$ cat config.mk
export PLATFORM = sky130hd
export DESIGN_NAME = imm_gen_pipe
export DESIGN_NICKNAME = d
export VERILOG_FILES = /design/src/rtl/imm_gen_pipe.sv
export SDC_FILE = /design/constraint.sdc
export NUM_CORES = 1
export LEC_CHECK = 0
export CAP_MARGIN = 20
export CORE_MARGIN = 1.5
export CORE_UTILIZATION = 36
export CTS_BUF_LIST = sky130_fd_sc_hd__clkbuf_4
export CTS_CLUSTER_DIAMETER = 150
export CTS_CLUSTER_SIZE = 8
export DETAILED_ROUTE_END_ITERATION = 10
export PLACE_DENSITY = 0.69
export SYNTH_ARGS = -nofsm -noshare
export SYNTH_HDL_FRONTEND = slang
export SYNTH_SLANG_ARGS = --single-unit
$ cat constraint.sdc
create_clock -name clk -period 2.2 [get_ports clk]
set_input_delay 0.44 -clock clk [delete_from_list [all_inputs] [get_ports clk]]
set_output_delay 0.44 -clock clk [all_outputs]
set_load 0.1 [all_outputs]
$ cat src/rtl/imm_gen_pipe.sv
// Pipelined RISC-V immediate generator: decodes format/immediate, carries a tag through
// STAGES elastic register stages. Define IMMGEN_RVC_EN to decode 16-bit compressed forms.
module imm_gen_pipe #(
    parameter int unsigned XLEN   = 32,
    parameter int unsigned STAGES = 1,
    parameter int unsigned TAG_W  = 4
) (
    input  logic             clk,
    input  logic             rst,
    input  logic             flush,
    input  logic             in_valid,
    output logic             in_ready,
    input  logic [31:0]      in_instr,
    input  logic [TAG_W-1:0] in_tag,
    output logic             out_valid,
    input  logic             out_ready,
    output logic [XLEN-1:0]  out_imm,
    output logic [2:0]       out_fmt,
    output logic             out_rvc,
    output logic [TAG_W-1:0] out_tag
);

    typedef enum logic [2:0] {
        FmtNone = 3'd0,
        FmtI    = 3'd1,
        FmtS    = 3'd2,
        FmtB    = 3'd3,
        FmtU    = 3'd4,
        FmtJ    = 3'd5
    } fmt_e;

    localparam int unsigned Last = STAGES - 1;

    fmt_e            dec_fmt;
    logic [31:0]     dec_imm32;
    logic            dec_rvc;
    logic [XLEN-1:0] dec_imm;

    logic [STAGES-1:0] valid_q;
    logic [STAGES-1:0] rdy;
    logic [XLEN-1:0]   imm_q [STAGES];
    logic [2:0]        fmt_q [STAGES];
    logic              rvc_q [STAGES];
    logic [TAG_W-1:0]  tag_q [STAGES];

    always_comb begin
        dec_fmt   = FmtNone;
        dec_imm32 = '0;
        dec_rvc   = 1'b0;
        if (in_instr[1:0] == 2'b11) begin
            case (in_instr[6:0])
                7'b0000011, 7'b0010011, 7'b0011011, 7'b1100111, 7'b1110011: begin
                    dec_fmt   = FmtI;
                    dec_imm32 = {{20{in_instr[31]}}, in_instr[31:20]};
                end
                7'b0100011: begin
                    dec_fmt   = FmtS;
                    dec_imm32 = {{20{in_instr[31]}}, in_instr[31:25], in_instr[11:7]};
                end
                7'b1100011: begin
                    dec_fmt   = FmtB;
                    dec_imm32 = {{19{in_instr[31]}}, in_instr[31], in_instr[7],
                                 in_instr[30:25], in_instr[11:8], 1'b0};
                end
                7'b0110111, 7'b0010111: begin
                    dec_fmt   = FmtU;
                    dec_imm32 = {in_instr[31:12], 12'b0};
                end
                7'b1101111: begin
                    dec_fmt   = FmtJ;
                    dec_imm32 = {{11{in_instr[31]}}, in_instr[31], in_instr[19:12],
                                 in_instr[20], in_instr[30:21], 1'b0};
                end
                default: ;
            endcase
        end
`ifdef IMMGEN_RVC_EN
        else begin
            dec_rvc = 1'b1;
            // Keyed on {quadrant, funct3}.
            case ({in_instr[1:0], in_instr[15:13]})
                5'b01_000, 5'b01_010: begin
                    dec_fmt   = FmtI;
                    dec_imm32 = {{26{in_instr[12]}}, in_instr[12], in_instr[6:2]};
                end
                5'b00_010: begin
                    dec_fmt   = FmtI;
                    dec_imm32 = {25'b0, in_instr[5], in_instr[12:10], in_instr[6], 2'b00};
                end
                5'b00_110: begin
                    dec_fmt   = FmtS;
                    dec_imm32 = {25'b0, in_instr[5], in_instr[12:10], in_instr[6], 2'b00};
                end
                5'b01_101: begin
                    dec_fmt   = FmtJ;
                    dec_imm32 = {{20{in_instr[12]}}, in_instr[12], in_instr[8], in_instr[10:9],
                                 in_instr[6], in_instr[7], in_instr[2], in_instr[11],
                                 in_instr[5:3], 1'b0};
                end
                5'b01_110, 5'b01_111: begin
                    dec_fmt   = FmtB;
                    dec_imm32 = {{23{in_instr[12]}}, in_instr[12], in_instr[6:5], in_instr[2],
                                 in_instr[11:10], in_instr[4:3], 1'b0};
                end
                default: ;
            endcase
        end
`endif
    end

    assign dec_imm = XLEN'($signed(dec_imm32));

    // Closed form of ready_k = !valid_k || ready_{k+1}: a stage is blocked only when it and
    // every stage after it are full and the consumer stalls.
    always_comb begin
        logic full_tail;
        full_tail = 1'b1;
        rdy       = '0;
        for (int k = int'(STAGES) - 1; k >= 0; k--) begin
            full_tail = full_tail & valid_q[k];
            rdy[k]    = out_ready | ~full_tail;
        end
    end

    always_ff @(posedge clk or posedge rst) begin
        if (rst) begin
            valid_q <= '0;
            for (int k = 0; k < int'(STAGES); k++) begin
                imm_q[k] <= '0;
                fmt_q[k] <= '0;
                rvc_q[k] <= 1'b0;
                tag_q[k] <= '0;
            end
        end else begin
            if (rdy[0]) begin
                valid_q[0] <= in_valid;
                if (in_valid) begin
                    imm_q[0] <= dec_imm;
                    fmt_q[0] <= dec_fmt;
                    rvc_q[0] <= dec_rvc;
                    tag_q[0] <= in_tag;
                end
            end
            for (int k = 1; k < int'(STAGES); k++) begin
                if (rdy[k]) begin
                    valid_q[k] <= valid_q[k-1];
                    if (valid_q[k-1]) begin
                        imm_q[k] <= imm_q[k-1];
                        fmt_q[k] <= fmt_q[k-1];
                        rvc_q[k] <= rvc_q[k-1];
                        tag_q[k] <= tag_q[k-1];
                    end
                end
            end
            if (flush) begin
                valid_q <= '0;
            end
        end
    end

    assign in_ready  = rdy[0];
    assign out_valid = valid_q[Last];
    assign out_imm   = imm_q[Last];
    assign out_fmt   = fmt_q[Last];
    assign out_rvc   = rvc_q[Last];
    assign out_tag   = tag_q[Last];

endmodule

==> reports/qor.log <==
qor: status.status finished, final reports clean
qor: route.drt-vias-per-instance 5.136
qor: yosys.synth_area_leader_cell sky130_fd_sc_hd__dfrtp_1
qor: cts.worst_skew_pair.late_latency 0.34 ns
qor: cells_and_area.fin_area 0.002890 mm2
qor: yosys.synthTopCellsByCount sky130_fd_sc_hd__dfrtp_1 (40), sky130_fd_sc_hd__nand2_1 (34), sky130_fd_sc_hd__a21oi_1 (13)
qor: grt.first_global_vias 1,822
qor: cts.num_clock_sinks 40
qor: yosys.synthMostInstantiatedCell sky130_fd_sc_hd__dfrtp_1
qor: die.core-area 0.005140 mm2
qor: setup_path.worstSetupStartpointType input port
qor: yosys.synth.avg_cell_area 10.36 um2
qor: cells_and_area.postLayoutCoreUtil 56.23%
qor: sta.rsz_0062_raised_after_global_routing no
qor: grt.grt_antenna_before_repair 0
qor: setup_path.critical_path.top_delay_family compound AO/OA/AOI/OAI gates
qor: cts.cts_setup_buffers 0
qor: setup_path.worst_path_max_delay_cell sky130_fd_sc_hd__clkdlybuf4s50_1
qor: sta.finalCriticalPeriod 1.899 ns
qor: setup_path.max_fanout_on_critical_path 8
qor: sta.timing.final.crit_share 86.32%
qor: route.detail_route.iter0.violations 100
qor: cells_and_area.ff_latch_area 0.001002 mm2
qor: yosys.syn_inst 186
qor: placement.numPlacedInstances 346
qor: cells_and_area.fillCellCount 493
qor: setup_path.worstSetupStartpoint in_instr[4]
qor: power.p_leak 1.371 nW
qor: cells_and_area.flow.area_growth_from_synthesis 50.00%
qor: yosys.yosys_warnings 0
qor: cts.tritoncts_clock_tree done
qor: yosys.yosys-top-cells-area sky130_fd_sc_hd__dfrtp_1 (52%), sky130_fd_sc_hd__nand2_1 (6.6%), sky130_fd_sc_hd__a221o_1 (4.2%)
qor: grt.grt_first_pass_wirelength 8.832 mm
qor: route.drt.antenna.violating_nets 0
qor: worst_hold_path.hold_path_class in2async
qor: cts.tritoncts.num_buffers 5
qor: sta.fin_setup_tns 0 ns
qor: die.design.portCount 83
qor: sta.worst_hold_slack 0.3861 ns
qor: setup_path.cp-endpoint out_imm[15]
qor: placement.globalplace.congestion 0.8816
qor: placement.buffer_ports.inserted 81
qor: yosys.mappedNetlistNets 227
qor: die.die_x 76.16 um
qor: cells_and_area.drive_gt1_share 28.52%
qor: die.start_util 37.49%
qor: placement.detailedPlacementHpwl 4.074 mm
qor: yosys.postSynth.topFlopCell sky130_fd_sc_hd__dfrtp_1
qor: cts.cts.root.buffer_cell sky130_fd_sc_hd__clkbuf_4
qor: cells_and_area.final_cells 354
qor: grt.largest_net_degree_at_the_start_of_global_routing 32
qor: setup_path.rr_startpoint out_valid
qor: grt.grt.total_usage 18.85%
qor: die.core.rowCount 26
qor: setup_path.rr_worst_depth 5
qor: sta.slew_headroom 61.27%
qor: route.wire_per_inst 14.59 um
qor: setup_path.critical_path.cell_chain clkdlybuf4s50_1, and4b_1, nor2b_1, o311a_4, a221o_1
qor: setup_path.critical_path_depth 5
qor: route.drc 0
qor: route.drt-pass1-iter-count 4
qor: yosys.ys_async_sr_fraction 100.0%
qor: power.power_per_cell_area 531.0 mW/mm2
qor: placement.preCtsSetupSlack -0.07737 ns
qor: yosys.yosysUniqueCellTypes 41
qor: power.peakVddDrop 206.5 uV
qor: cts.clock_path_buffers 2
qor: sta.setup_ws 0.3010 ns
qor: sta.drv_slew 0
qor: sta.hold_viol 0
qor: yosys.postSynthRegisterBits 40
qor: yosys.synth_top_cell_area_share 51.95%
qor: power.total_power 1.535 mW
qor: sta.skew 0.007376 ns
qor: setup_path.critical_path_buf_inv_count 1
qor: yosys.number_of_enable_type_register_cells_in_the_synthesized_netlist 0
qor: die.die_ar 0.005800 mm2
qor: setup_path.required 2.43 ns
qor: sta.worst_pin_slew 0.5774 ns
qor: setup_path.timing_worst_setup_path_type in2reg
qor: cells_and_area.area_of_combinational_cells_with_multiple_inputs 824.5 um2
qor: cells_and_area.layout.nets 324
qor: yosys.post_synth_instance_area 0.001927 mm2
qor: setup_path.nature_of_the_critical_path_endpoint register
qor: cells_and_area.antenna_cells 0
qor: cts.cts.clk_slew.worst_paths 0.12 ns
qor: setup_path.crit_path_max_incr_delay 0.57 ns
qor: cts.ctsResizeCount 0
qor: cts.ctsHoldBuffers 0
qor: sta.finalSetupViolCount 0
qor: setup_path.worst-endpoint-arrival 2.13 ns
qor: setup_path.r2r_endpoint out_imm[23]
qor: grt.grt.overflow.total 0
qor: die.dieHeight 76.16 um
qor: route.vias 1,818
qor: run.max-cap-violations 0
qor: yosys.synth-seq-area-share 51.95%
qor: sta.fmax 0.5266 GHz
qor: placement.postPlaceCellArea 0.002839 mm2
qor: cts.htree_num_levels 2
qor: setup_path.reg2reg_setup_slack 0.75 ns
qor: route.routed_wl 5.166 mm
report_power, final:
part	internal, mW	switching (mW)	leakage [nW]
clock	0.117	0.232	0.0324
combinational	0.145	0.274	0.791
sequential	0.755	0.0115	0.547
layer usage:
layer	share of wire, %	GRT usage [%]	wire [um]
met3	4.5	4.311	233
met2	48	30.45	2457
met4	1.1	5.370	58
met1	47	25.46	2416
met5	0	0	0
how the worst min path moves through the flow:
stage                            end  slack [ns]  startpoint  depth (start not counted)
after global placement    out_tag[2]        0.46  out_tag[2]                          2
final                     out_imm[1]        0.39         rst                          2
after global routing      out_imm[1]        0.40         rst                          2
after CTS                 out_imm[9]        0.39         rst                          2
after detailed placement  out_fmt[1]        0.47  out_fmt[1]                          2
after floorplan            out_valid        0.50       flush                          1
layout make-up:
type / instances / share of cell area [%]
Clock buffer: 5 / 1.299
Timing Repair Buffer: 105 / 31.60
Tap cell: 70 / 3.030
Multi-Input combinational cell: 128 / 28.53
Clock inverter: 3 / 0.4762
Inverter: 3 / 0.3896
Sequential cell: 40 / 34.68
registers in the layout (all words and copies together) (netlist names):
| register | flops |
|---|---|
| out_imm | 32 |
| out_fmt | 3 |
| out_valid | 1 |
| out_tag | 4 |
cell families after synthesis:
family          count (synthesis)  synth area share (%)
compound gates                 65                 25.00
buf+inv                        18                 5.649
flops                          40                 51.95
mux                             4                 2.143
other cells                     1                0.1946
simple gates                   58                 15.07
layout by cell type, fill, tap and decap left out, drive strengths merged, types with 2 or more instances in the layout:
cell type,n
and2,3
dfrtp,40
o21ai,15
a22oi,9
o211ai,4
o31ai,2
nand2,34
clkbuf,5
a221o,8
mux2i,3
nor2b,2
clkinv,4
buf,65
nand4b,2
nor4,2
a31oi,2
a22o,6
clkdlybuf4s50,40
nor2,2
and3,4
a21oi,13
inv,2
No activity file was read; power rests on OpenSTA's default activity.
